==> src/rtl/nvdla_csb_responder.sv <==
// CSB register responder: a small register file behind the NVDLA CSB handshake.
// Holds one outstanding request; reads and non-posted writes answer after
// LATENCY cycles, while posted writes complete silently and back-to-back.
// Ports:
//   clk_i, rst_ni, clear_i               clock, async active-low reset, sync clear
//   csb2nvdla_valid/ready                request handshake
//   csb2nvdla_addr/wdat/write/nposted    request payload (word address)
//   nvdla2csb_valid/data                 one-cycle read response
//   nvdla2csb_wr_complete                one-cycle non-posted write completion
//   err_o                                pulse after an out-of-range access
//   txn_cnt_o                            wrapping count of accepted requests
module nvdla_csb_responder #(
  parameter int unsigned NREGS     = 16,
  parameter int unsigned LATENCY   = 2,
  parameter logic [15:0] BASE_ADDR = 16'h0000,
  parameter logic [31:0] ID_VALUE  = 32'h4E56_444C
) (
  input  logic        clk_i,
  input  logic        rst_ni,
  input  logic        clear_i,
  input  logic        csb2nvdla_valid,
  output logic        csb2nvdla_ready,
  input  logic [15:0] csb2nvdla_addr,
  input  logic [31:0] csb2nvdla_wdat,
  input  logic        csb2nvdla_write,
  input  logic        csb2nvdla_nposted,
  output logic        nvdla2csb_valid,
  output logic [31:0] nvdla2csb_data,
  output logic        nvdla2csb_wr_complete,
  output logic        err_o,
  output logic [15:0] txn_cnt_o
);

  localparam int unsigned AW = 16;
  localparam int unsigned DW = 32;
  localparam int unsigned IW = (NREGS > 1) ? $clog2(NREGS) : 1;
  localparam int unsigned CW = 4;

  typedef enum logic [1:0] {
    ST_IDLE = 2'd0,
    ST_WAIT = 2'd1,
    ST_RESP = 2'd2
  } state_e;

  state_e          state_q, state_d;
  logic [CW-1:0]   cnt_q, cnt_d;
  logic            pend_rd_q, pend_rd_d;   // pending response is a read
  logic [DW-1:0]   rdata_q, rdata_d;       // read data captured at acceptance
  logic            ready_q, ready_d;
  logic            valid_q, valid_d;
  logic [DW-1:0]   data_q, data_d;
  logic            wc_q, wc_d;
  logic            err_q, err_d;
  logic [AW-1:0]   txn_q, txn_d;
  logic [DW-1:0]   regs_q [NREGS];

  logic            accept;
  logic            needs_resp;
  logic [AW-1:0]   idx;
  logic            in_range;
  logic [IW-1:0]   widx;
  logic            reg_we;
  logic [DW-1:0]   rd_mux;

  // Request decode; clear wins over acceptance.
  assign accept     = csb2nvdla_valid && ready_q && !clear_i;
  assign needs_resp = !csb2nvdla_write || csb2nvdla_nposted;
  assign idx        = AW'(csb2nvdla_addr - BASE_ADDR);
  assign in_range   = 32'(idx) < NREGS;
  assign widx       = IW'(idx);
  assign reg_we     = accept && csb2nvdla_write && in_range && (widx != '0);
  assign rd_mux     = !in_range      ? '0 :
                      (widx == '0)   ? ID_VALUE :
                                       regs_q[widx];

  // State register and registered outputs.
  always_ff @(posedge clk_i or negedge rst_ni) begin
    if (!rst_ni) begin
      state_q   <= ST_IDLE;
      cnt_q     <= '0;
      pend_rd_q <= 1'b0;
      rdata_q   <= '0;
      ready_q   <= 1'b0;
      valid_q   <= 1'b0;
      data_q    <= '0;
      wc_q      <= 1'b0;
      err_q     <= 1'b0;
      txn_q     <= '0;
    end else begin
      state_q   <= state_d;
      cnt_q     <= cnt_d;
      pend_rd_q <= pend_rd_d;
      rdata_q   <= rdata_d;
      ready_q   <= ready_d;
      valid_q   <= valid_d;
      data_q    <= data_d;
      wc_q      <= wc_d;
      err_q     <= err_d;
      txn_q     <= txn_d;
    end
  end

  // Register array; index 0 is never written (it reads as ID_VALUE).
  always_ff @(posedge clk_i or negedge rst_ni) begin
    if (!rst_ni) begin
      for (int unsigned i = 0; i < NREGS; i++) regs_q[i] <= '0;
    end else if (clear_i) begin
      for (int unsigned i = 0; i < NREGS; i++) regs_q[i] <= '0;
    end else if (reg_we) begin
      regs_q[widx] <= csb2nvdla_wdat;
    end
  end

  // Next-state logic. WAIT leaves when the counter reaches its last step so
  // that RESP lands exactly LATENCY cycles after acceptance.
  always_comb begin
    state_d   = state_q;
    cnt_d     = cnt_q;
    pend_rd_d = pend_rd_q;
    unique case (state_q)
      ST_IDLE: begin
        if (accept && needs_resp) begin
          pend_rd_d = !csb2nvdla_write;
          if (LATENCY <= 1) begin
            state_d = ST_RESP;
            cnt_d   = '0;
          end else begin
            state_d = ST_WAIT;
            cnt_d   = CW'(LATENCY - 1);
          end
        end
      end
      ST_WAIT: begin
        cnt_d = cnt_q - CW'(1);
        if (cnt_q <= CW'(1)) state_d = ST_RESP;
      end
      ST_RESP: state_d = ST_IDLE;
      default: state_d = ST_IDLE;
    endcase
    if (clear_i) begin
      state_d   = ST_IDLE;
      cnt_d     = '0;
      pend_rd_d = 1'b0;
    end
  end

  // Output logic, computed from the next state so the outputs are registered.
  always_comb begin
    rdata_d = accept ? rd_mux : rdata_q;
    ready_d = (state_d == ST_IDLE);
    valid_d = (state_d == ST_RESP) && pend_rd_d;
    wc_d    = (state_d == ST_RESP) && !pend_rd_d;
    data_d  = valid_d ? rdata_d : '0;
    err_d   = accept && !in_range;
    txn_d   = accept ? txn_q + AW'(1) : txn_q;
    if (clear_i) begin
      rdata_d = '0;
      txn_d   = '0;
    end
  end

  assign csb2nvdla_ready       = ready_q;
  assign nvdla2csb_valid       = valid_q;
  assign nvdla2csb_data        = data_q;
  assign nvdla2csb_wr_complete = wc_q;
  assign err_o                 = err_q;
  assign txn_cnt_o             = txn_q;

endmodule

==> config.mk <==
export PLATFORM = sky130hd
export DESIGN_NAME = nvdla_csb_responder
export DESIGN_NICKNAME = d
export VERILOG_FILES = /design/src/rtl/nvdla_csb_responder.sv
export SDC_FILE = /design/constraint.sdc
export NUM_CORES = 1
export LEC_CHECK = 0
export CAP_MARGIN = 20
export CELL_PAD_IN_SITES_DETAIL_PLACEMENT = 1
export CELL_PAD_IN_SITES_GLOBAL_PLACEMENT = 1
export CORE_MARGIN = 10
export CORE_UTILIZATION = 45
export CTS_CLUSTER_DIAMETER = 40
export DETAILED_ROUTE_END_ITERATION = 7
export GPL_TIMING_DRIVEN = 0
export MAX_ROUTING_LAYER = met4
export PLACE_DENSITY = 0.76
export SLEW_MARGIN = 20
export SYNTH_ARGS = -nofsm -noshare
export SYNTH_HDL_FRONTEND = slang
export SYNTH_SLANG_ARGS = --single-unit
==> constraint.sdc <==
create_clock -name clk_i -period 3.05 [get_ports clk_i]
set_input_delay 0.915 -clock clk_i [delete_from_list [all_inputs] [get_ports clk_i]]
set_output_delay 0.915 -clock clk_i [all_outputs]
set_load 0.01 [all_outputs]
==> key figures, run 1 <==
Outcome
  – Status: finished with violations
  – Failing checks: negative setup slack

Logic synthesis
  – Ys async rst share: 1.000
  – EDFF count, synth: 0
  – Synthesized area: 30120 um^2
  – Synth Instances: approximately 2500
  – XOR/XNOR Fraction of Synth Area: 0.002908
  – Post-Synth Adder-Cell Area: 0.001246
  – Register area share after synthesis: 0.4960
  – YS warnings: 0
  – Synth Area in Compound Gates: 0.06704
  – Largest family of logic cells by synthesized area: multiplexers
  – Synthesized area per cell: 11.93 um^2
  – Synth unique cells: between 50 and 60
  – Ys flop type: dfrtp_1
  – Post-Synth Simple-Gate Area: 0.1534
  – Mux share of post-synthesis cell area: 0.2363
  – Number of synthesized register bits: 597
  – Syn nets: 2582

Critical path
  – Buf/Inv on CP: 4
  – CP Capture Type: register
  – Kind of cell adding the most delay to the critical path: buffers and inverters
  – Reg2reg path depth: 8
  – Max incr delay on CP: 0.84 ns
  – Worst path slowest cell: clkbuf_1
  – CP Depth: 6
  – Required @ worst endpoint: 3.57 ns
  – Startpoint types: input port
  – Crit path top cell by count: clkbuf_1
  – Worst Path Arrival: 3.66 ns
  – Critical-path cell list: clkbuf_1 > clkbuf_2 > clkbuf_1 > clkbuf_1 > nand2b_1 > mux2i_1
  – Setup CP Type: in -> reg
  – Worst-path fanout max: 10

Detailed routing
  – Via count: 24341
  – DR vias/cell: around 6.6
  – Wirelength, routed: ~130000 um
  – 1st-iter DRT viols: 2822
  – Initial DRT Pass Iterations: 7
  – WL/cell: 34.69 um
  – # DRC: 0
  – Antenna-violating nets left: 0

Finish
  – Layout area overhead: 20.64%
  – Commonest non-fill, non-tap cell in the layout: dfrtp_1
  – Final Net Count: 2803
  – Most frequent cells in the layout: dfrtp_1, mux2i_1, nand2b_1
  – Utilization after layout: 0.5498
  – Share of cells above drive strength 1: 0.1791

Timing
  – Fmax: 318.0 MHz
  – RSZ-0062 raised after global routing: false
  – Final setup margin: -0.09461 ns
  – Tmin final: 3.145 ns
  – Skew final: 0.02399 ns
  – Slew @ Worst Pin: 1.213 ns
  – Final worst path period share: 1.031
  – Endpoints failing hold: 0
  – Hold Slack: 0.1396 ns
  – Slew Viols, Final: 0
  – Slew Limit Headroom: 0.1915
  – # setup viols final: 70

GRT
  – Routing usage on met1: 0.4041
  – Grt met3 use: 0.09158
  – Remaining Overflow, GRT: 0
  – First-pass GRT wire length: 185300 um
  – Initial antenna violation count: 11
  – Met2 usage: 0.5061
  – Total GRT Usage: 0.3359
  – Largest net degree at the start of global routing: 98
  – Vias in the first global route: 26514
  – Grt peak-use layer: met2

Pwr
  – Sequential share of power: 0.366
  – Clock power frac: 0.566
  – Maximum VDD drop: around 400 uV
  – Pleak: 17.48 nW
  – PwrDens: 600.7 nW/um^2
  – Switching power share of the total: 0.2535
  – P_sw: between 5 and 6 mW
  – Tot Pwr: 21.83 mW
  – Gate power share: 0.068
  – Internal power: 16.30 mW

Placed design
  – Hpwl dp: 83550 um
  – # port buffers: between 100 and 150
  – Final GP Congestion: 0.9710

Floorplan
  – I/O pin count: 106
  – Die width: 278.7 um
  – Core Region: approximately 66000 um^2
  – Initial Utilization: 0.4557
  – Die area: 77690 um^2
  – Die height: 278.7 um
  – Placement row count: 94

Clocking
  – Htree depth: 3
  – Root buffer cell: clkbuf_16
  – CTS Buf Count: 104
  – CTS sink cnt: 597
  – Clock buffer depth: 3
  – Worst-Skew Late Latency: a little under 0.7 ns
  – Hold_buf cts: 0
  – CTS tree: done
  – Worst-path clk slew: 0.06 ns

Min path
  – Min-delay worst type: in -> async

Flow run
  – MaxCap Viol Count: 0
[flip-flops by register name, summed over array words and instances (netlist names)]
name / flops
cnt_q: 4
csb2nvdla_ready: 1
err_o: 1
nvdla2csb_data: 32
nvdla2csb_valid: 1
nvdla2csb_wr_complete: 1
pend_rd_q: 1
rdata_q: 32
regs_q: 506
state_q: 2
txn_cnt_o: 16
[cells in the mapped netlist, types with 22 or more instances]
cell / instances / area (um^2)
a21oi_1: 113 / 565.5
a22oi_1: 22 / 165.2
a31oi_1: 57 / 356.6
buf_2: 54 / 270.3
clkbuf_1: 164 / 615.6
dfrtp_1: 597 / 14940
mux2_2: 40 / 450.4
mux2i_1: 448 / 4484
mux4_2: 97 / 2185
nand2_1: 50 / 187.7
nand2b_1: 420 / 2628
nand3_1: 27 / 135.1
nand4_1: 99 / 619.3
nor2_1: 29 / 108.9
nor2b_1: 34 / 212.7
o31ai_1: 99 / 743.2
[final timing paths]
path	start	to	slack, ns
min reg2reg	pend_rd_q	nvdla2csb_wr_complete	0.46
min in group clk_i	pend_rd_q	nvdla2csb_wr_complete	0.46
max reg2reg	cnt_q[0]	nvdla2csb_data[19]	0.07
max in group asynchronous	rst_ni	nvdla2csb_data[9]	1.20
max	clear_i	regs_q[161]	-0.09
min	rst_ni	regs_q[153]	0.14
[per-layer routing]
layer	up-vias	share of wire
met5	-	0
met4	0	0.065
met1	12838	0.39
met2	1458	0.45
met3	472	0.095
li1	9573	-
[power by group through the flow]
stage / Clock [mW] / Combinational [mW] / Sequential [mW]
6_report: 12.4 / 1.49 / 7.98
5_1_grt: 12.8 / 1.53 / 7.98
4_1_cts: 12.4 / 1.45 / 7.98
3_5_place_dp: 0 / 1.42 / 8.12
3_3_place_gp: 0 / 1.36 / 8.14
2_1_floorplan: 0 / 0.598 / 8.11
[cell type report]
| cell class | instances | area (um^2) |
|---|---|---|
| diodes | 3 | 7.507 |
| plain buffers | 260 | 1363 |
| clock buffers | 132 | 2899 |
| clock inverters | 59 | 778.2 |
| fillers | 6682 | 29760 |
| inverters | 12 | 45.04 |
| multi-input cells | 1653 | 13930 |
| flip-flops and latches | 597 | 14940 |
| well taps | 864 | 1081 |
| repair buffers | 118 | 1297 |
[kinds of logic (layout without fill, tap and decap cells)]
group | after synthesis | count (layout)
adders and majority gates | 3 | 3
xor gates and xnor gates | 10 | 10
and+or+nand+nor | 738 | 738
buffers and inverters | 275 | 581
AOI/OAI and AO/OA | 317 | 317
muxes | 585 | 585
other | 0 | 3
DFF | 597 | 597
[metrics by stage]
stage	setup slack, ns	cells	setup TNS (ns)	area [um^2]
detailed placement	-1.540	3499	-503.88	32460
finish	-0.09461	3698	-2.097	36340
floorplan	0.3183	2525	0	30120
global placement	-25.94	3491	-	32220
global route	0.0004814	3697	0	36340
CTS	0.0002136	3694	0	36260
[worst reg2reg max path, cell delays in order (launching register included)]
cell	delay [ns]
dfrtp_1	0.39
inv_1	0.09
ha_1	0.21
or2_2	0.31
and2_1	0.18
nand2_1	0.11
clkbuf_1	0.75
clkbuf_2	0.59
a31oi_1	0.18
[repair_timing]
action                     4_1_cts  5_1_grt
pin swaps                        2        0
buffers inserted                 5        2
setup endpoints to repair      436      193
cloned                           0        0
resized for setup               48       53
Note: power is estimated with default switching activity, not from simulation.
==> run 2, diff against run 1 <==
--- a/config.mk
+++ b/config.mk
@@ -5,7 +5,7 @@
 export SDC_FILE = /design/constraint.sdc
 export NUM_CORES = 1
 export LEC_CHECK = 0
-export CAP_MARGIN = 20
+export CAP_MARGIN = 25
 export CELL_PAD_IN_SITES_DETAIL_PLACEMENT = 1
 export CELL_PAD_IN_SITES_GLOBAL_PLACEMENT = 1
 export CORE_MARGIN = 10
@@ -13,6 +13,7 @@
 export CTS_CLUSTER_DIAMETER = 40
 export DETAILED_ROUTE_END_ITERATION = 7
 export GPL_TIMING_DRIVEN = 0
+export HOLD_SLACK_MARGIN = 0.15
 export MAX_ROUTING_LAYER = met4
 export PLACE_DENSITY = 0.76
 export SLEW_MARGIN = 20
==> key figures, run 2 (synthesized netlist as in run 1, its figures left out) <==
GRT
  – Total GRT Usage: 0.3374 (+0.001534)
  – First-pass GRT wire length: 186000 um (+0.38%)
  – Initial antenna violation count: 8 (-3)
  – Vias in the first global route: 26577 (+0.24%)
  – Remaining Overflow, GRT: 0 (unchanged)
  – Largest net degree at the start of global routing: 98 (unchanged)

Floorplan
  – Die area: 77690 um^2 (unchanged)
  – Placement row count: 94 (unchanged)
  – Die height: 278.7 um (unchanged)
  – Die width: 278.7 um (unchanged)
  – Initial Utilization: 0.4557 (unchanged)
  – I/O pin count: 106 (unchanged)
  – Core Region: 66100 um^2 (unchanged)

Outcome
  – Failing checks: negative setup slack
  – Status: finished with violations

Critical path
  – Worst Path Arrival: 3.62 ns (-0.04 ns)
  – Startpoint types: input port
  – Flop-to-flop setup slack: 0.06 ns (about the same)
  – Setup CP Type: in -> reg
  – CP Capture Type: register
  – Required @ worst endpoint: 3.55 ns (-0.02 ns)
  – FF-to-FF Start: cnt_q[0]
  – Crit Reg-Reg Endpoint: nvdla2csb_data[19]
  – Critical Path Start: clear_i
  – Worst-path fanout max: 10 (unchanged)
  – Reg2reg path depth: 8 (unchanged)

Finish
  – Layout area overhead: 20.93%
  – Largest Register: regs_q
  – Utilization after layout: 0.5511 (+0.001287)
  – Commonest non-fill, non-tap cell in the layout: dfrtp_1
  – Max FFs per register: 506 (unchanged)
  – Most frequent cells in the layout: dfrtp_1, mux2i_1, nand2b_1
  – Non-filler instance count after layout: 3706 (+0.22%)
  – Final Net Count: 2810 (+0.25%)
  – Filler cell count: 6695 (+0.19%)
  – Share of cells above drive strength 1: 0.1786 (-0.0004417)
  – Final instance area: 36430 um^2 (+0.23%)

Placed design
  – Hpwl dp: 83620 um (about the same)
  – Pre-CTS WS: -1.573 ns (-0.03216 ns)
  – DP Area: 32480 um^2 (about the same)
  – # port buffers: 102 (unchanged)
  – Placed insts: 3501 (+0.057%)
  – Final GP Congestion: 0.9710 (unchanged)

Detailed routing
  – DR vias/cell: 6.569 (-0.20%)
  – # DRC: 0 (unchanged)
  – Wirelength, routed: 129000 um (+0.55%)
  – Initial DRT Pass Iterations: 6 (-1)
  – Via count: 24344 (+0.012%)
  – 1st-iter DRT viols: 2642 (-6.4%)
  – WL/cell: 34.80 um (+0.33%)
  – Antenna-violating nets left: 0 (unchanged)

Timing
  – Skew final: 0.02934 ns (+0.005353 ns)
  – Slew Viols, Final: 0 (unchanged)
  – RSZ-0062 raised after global routing: false
  – Final worst path period share: 1.023 (-0.007565)
  – Tmin final: 3.122 ns (-0.02307 ns)
  – Final setup margin: -0.07154 ns (+0.02307 ns)
  – Hold Slack: 0.4616 ns (+0.3220 ns)
  – Fmax: 320.4 MHz (+0.74%)
  – Endpoints failing hold: 0 (unchanged)
  – Slew @ Worst Pin: 1.126 ns (-0.08671 ns)
  – Setup TNS: -1.892 ns (+0.2053 ns)
  – Slew Limit Headroom: 0.2493 (+0.05781)
  – # setup viols final: 78 (+11%)

Pwr
  – Pleak: 17.49 nW (about the same)
  – Maximum VDD drop: 466.5 uV (+17%)
  – PwrDens: 600.8 nW/um^2 (about the same)
  – Tot Pwr: 21.89 mW (+0.26%)

Clocking
  – CTS tree: done
  – Worst-path clk slew: 0.05 ns (about the same)
  – Root buffer cell: clkbuf_16
  – Clock buffer depth: 3 (unchanged)
  – CTS Buf Count: 106 (+1.9%)
  – Htree depth: 3 (unchanged)
  – Worst-Skew Late Latency: 0.69 ns (about the same)
  – CTS sink cnt: 597 (unchanged)

Min path
  – Min-delay worst type: reg -> reg
  – Worst hold start: pend_rd_q
  – Hold Path Sink: nvdla2csb_wr_complete
  – Hold depth: 1

Flow run
  – MaxCap Viol Count: 0 (unchanged)
==> run 2: cell types whose count changed in the layout (fill, tap and decap cells not counted), moves of 4 or more <==
cell	delta
clkbuf_1	+7
clkbuf_2	-7
clkbuf_8	-6
buf_2	+5
clkbuf_4	-4
==> run 2: layout make-up <==
class                           count  area (um^2)  share of cell area
Sequential cell                   597        14940              0.4101
Multi-Input combinational cell   1653        13950              0.3830
Clock buffer                      132         2903             0.07969
Buffer                            262         1371             0.03765
Timing Repair Buffer              121         1343             0.03686
Tap cell                          864         1081             0.02968
Clock inverter                     61        784.5             0.02154
Inverter                           12        45.04            0.001237
Antenna cell                        4        10.01           0.0002748
==> run 2: timing repair <==
item	4_1_cts	5_1_grt
hold buffers	1	0
endpoints found under the setup margin	383	149
hold endpoints to repair	34	0
resized for setup	48	58
pin swaps	2	0
buffers inserted	7	0
==> run 2: worst max-delay path, cell delays in order <==
cell      delay, ns
clkbuf_1       0.56
clkbuf_2       0.45
clkbuf_1       0.70
clkbuf_1       0.68
nand2b_1       0.21
mux2i_1        0.09
==> run 2: worst max-delay path by stage <==
stage,endpoint,slack [ns]
final,regs_q[184],-0.07
after global routing,regs_q[233],0.002
after CTS,regs_q[251],0.008
after detailed placement,nvdla2csb_data[19],-1.57
after global placement,regs_q[264],-25.94
after floorplan,rdata_q[31],0.32
==> run 2: power breakdown <==
part | internal, mW | switching [mW]
Combinational | 0.415 | 1.09
Sequential | 7.96 | 0.0256
Clock | 7.95 | 4.45
==> run 2: routing by layer <==
layer	part of all wire	global-route usage
met4	0.061	0.1827
met1	0.38	0.4058
met3	0.10	0.09634
met2	0.45	0.5093
met5	0	-
==> run 3, diff against run 2 <==
--- a/config.mk
+++ b/config.mk
@@ -5,7 +5,6 @@
 export SDC_FILE = /design/constraint.sdc
 export NUM_CORES = 1
 export LEC_CHECK = 0
-export CAP_MARGIN = 25
 export CELL_PAD_IN_SITES_DETAIL_PLACEMENT = 1
 export CELL_PAD_IN_SITES_GLOBAL_PLACEMENT = 1
 export CORE_MARGIN = 10
==> key figures, run 3 (synthesized netlist as in run 1, its figures left out) <==
Outcome
  – Status: finished with violations
  – Failing checks: negative setup slack

Clocking
  – Htree depth: 3 (unchanged)
  – Clock buffer depth: 3 (unchanged)
  – Worst-Skew Late Latency: 0.67 ns (-0.02 ns)
  – CTS sink cnt: 597 (unchanged)
  – Root buffer cell: clkbuf_16
  – CTS tree: done
  – Worst-path clk slew: 0.06 ns (about the same)
  – CTS Buf Count: 106 (unchanged)

Critical path
  – Worst Path Arrival: 3.66 ns (+0.04 ns)
  – Setup CP Type: in -> reg
  – Flop-to-flop setup slack: 0.01 ns (-0.05 ns)
  – Crit Reg-Reg Endpoint: nvdla2csb_data[19]
  – Critical-path cell list: clkbuf_1 > clkbuf_2 > clkbuf_1 > clkbuf_1 > nand2b_1 > mux2i_1
  – Reg2reg path depth: 8 (unchanged)
  – Max incr delay on CP: 0.89 ns (+0.19 ns)
  – Startpoint types: input port
  – CP Capture Type: register
  – Worst path slowest cell: clkbuf_1
  – FF-to-FF Start: cnt_q[0]
  – Required @ worst endpoint: 3.55 ns (about the same)
  – Crit path top cell by count: clkbuf_1
  – Worst-path fanout max: 10 (unchanged)

Detailed routing
  – Antenna-violating nets left: 0 (unchanged)
  – Via count: 24490 (+0.60%)
  – Wirelength, routed: 129300 um (+0.24%)
  – 1st-iter DRT viols: 2791 (+5.6%)
  – DR vias/cell: 6.612 (+0.65%)
  – # DRC: 0 (unchanged)
  – Initial DRT Pass Iterations: 6 (unchanged)
  – WL/cell: 34.90 um (+0.29%)

Finish
  – Final Net Count: 2803 (-0.25%)
  – Most frequent cells in the layout: dfrtp_1, mux2i_1, nand2b_1
  – Commonest non-fill, non-tap cell in the layout: dfrtp_1
  – Largest Register: regs_q
  – Share of cells above drive strength 1: 0.1810 (+0.002369)
  – Non-filler instance count after layout: 3704 (-0.054%)
  – Max FFs per register: 506 (unchanged)
  – Layout area overhead: 20.46%

Floorplan
  – Die height: 278.7 um (unchanged)
  – Initial Utilization: 0.4557 (unchanged)
  – I/O pin count: 106 (unchanged)
  – Die area: 77690 um^2 (unchanged)
  – Placement row count: 94 (unchanged)
  – Die width: 278.7 um (unchanged)
  – Core Region: 66100 um^2 (unchanged)

GRT
  – Vias in the first global route: 26653 (+0.29%)
  – Total GRT Usage: 0.3380 (+0.0005656)
  – Largest net degree at the start of global routing: 98 (unchanged)
  – Initial antenna violation count: 12 (+4)
  – First-pass GRT wire length: 186600 um (+0.29%)
  – Remaining Overflow, GRT: 0 (unchanged)

Timing
  – Slew Limit Headroom: 0.1757 (-0.07359)
  – Slew Viols, Final: 0 (unchanged)
  – RSZ-0062 raised after global routing: true
  – Final setup margin: -0.1161 ns (-0.04452 ns)
  – Skew final: 0.02416 ns (-0.005186 ns)
  – Fmax: 315.9 MHz (-1.4%)
  – Slew @ Worst Pin: 1.236 ns (+0.1104 ns)
  – Hold Slack: 0.4581 ns (-0.003564 ns)
  – Setup TNS: -3.904 ns (-2.012 ns)
  – Tmin final: 3.166 ns (+0.04452 ns)
  – # setup viols final: 104 (+33%)
  – Final worst path period share: 1.038 (+0.01460)
  – Endpoints failing hold: 0 (unchanged)

Min path
  – Hold Path Sink: nvdla2csb_wr_complete
  – Min-delay worst type: reg -> reg
  – Worst hold start: pend_rd_q
  – Hold depth: 1 (unchanged)

Pwr
  – Maximum VDD drop: 415.5 uV (-11%)
  – PwrDens: 596.1 nW/um^2 (-0.79%)
  – Tot Pwr: 21.63 mW (-1.2%)
  – Pleak: 17.47 nW (-0.10%)

Placed design
  – # port buffers: 102 (unchanged)
  – Pre-CTS WS: -1.616 ns (-0.04382 ns)
  – Hpwl dp: 83520 um (-0.12%)
  – Placed insts: 3498 (-0.086%)
  – Final GP Congestion: 0.9710 (unchanged)

Flow run
  – MaxCap Viol Count: 0 (unchanged)
## run 3: cell types whose count changed in the layout (fill, tap and decap cells not counted), moves of 4 or more
cell        previous run  this run
bufinv_16             14         9
clkbuf_2              42        49
inv_6                  9        16
clkbuf_1             128       117
clkinv_2              12        16
clkinvlp_4            17        12
## run 3: how the worst max path moves through the flow
stage,slack (ns),start,endpoint,cells after the start
final,-0.12,clear_i,regs_q[163],6
after global placement,-25.94,rst_ni,regs_q[264],1
after detailed placement,-1.62,csb2nvdla_valid,nvdla2csb_data[19],7
after floorplan,0.32,csb2nvdla_addr[0],rdata_q[31],7
after CTS,0.006,csb2nvdla_addr[2],regs_q[308],6
after global routing,-0.07,csb2nvdla_addr[2],nvdla2csb_data[6],6
## run 3: power breakdown
part | switching, mW | leakage, nW | internal [mW]
clock | 4.50 | 1.76 | 7.65
combinational | 1.09 | 7.38 | 0.406
sequential | 0.0249 | 8.33 | 7.96
## run 3: final cells by class
class	count	area, um^2
Fill cell	6735	29810
Sequential cell	597	14940
Multi-Input combinational cell	1653	13940
Clock buffer	131	2940
Buffer	261	1373
Timing Repair Buffer	115	1266
Tap cell	864	1081
Clock inverter	65	690.7
Inverter	12	45.04
Antenna cell	6	15.01
## run 3: through the flow
step                utilization  area, um^2
finish                   0.5490       36290
global route             0.5489       36280
CTS                      0.5478       36210
detailed placement       0.4908       32440
global placement         0.4875       32220
floorplan                     -       30120
## run 3: worst max-delay path: cells and delay by family
kind / cells / cell delay [ns]
buf+inv: 4 / 2.42
mux: 1 / 0.08
simple gates: 1 / 0.22
## run 3: what timing repair did
action,in CTS,in global routing
setup buffers,5,0
endpoints found under the hold margin,1,0
pin swaps,2,1
hold buffers,1,0
endpoints found under the setup margin,413,258
resized for setup,49,67
## run 3: metal layers
layer,routed length (um),track usage,vias to the layer above,share of wire
li1,-,-,9595,-
met1,50330,0.4120,12911,0.39
met2,58690,0.5123,1539,0.45
met3,12130,0.07674,445,0.094
met4,8121,0.1972,0,0.063
met5,0,-,-,0
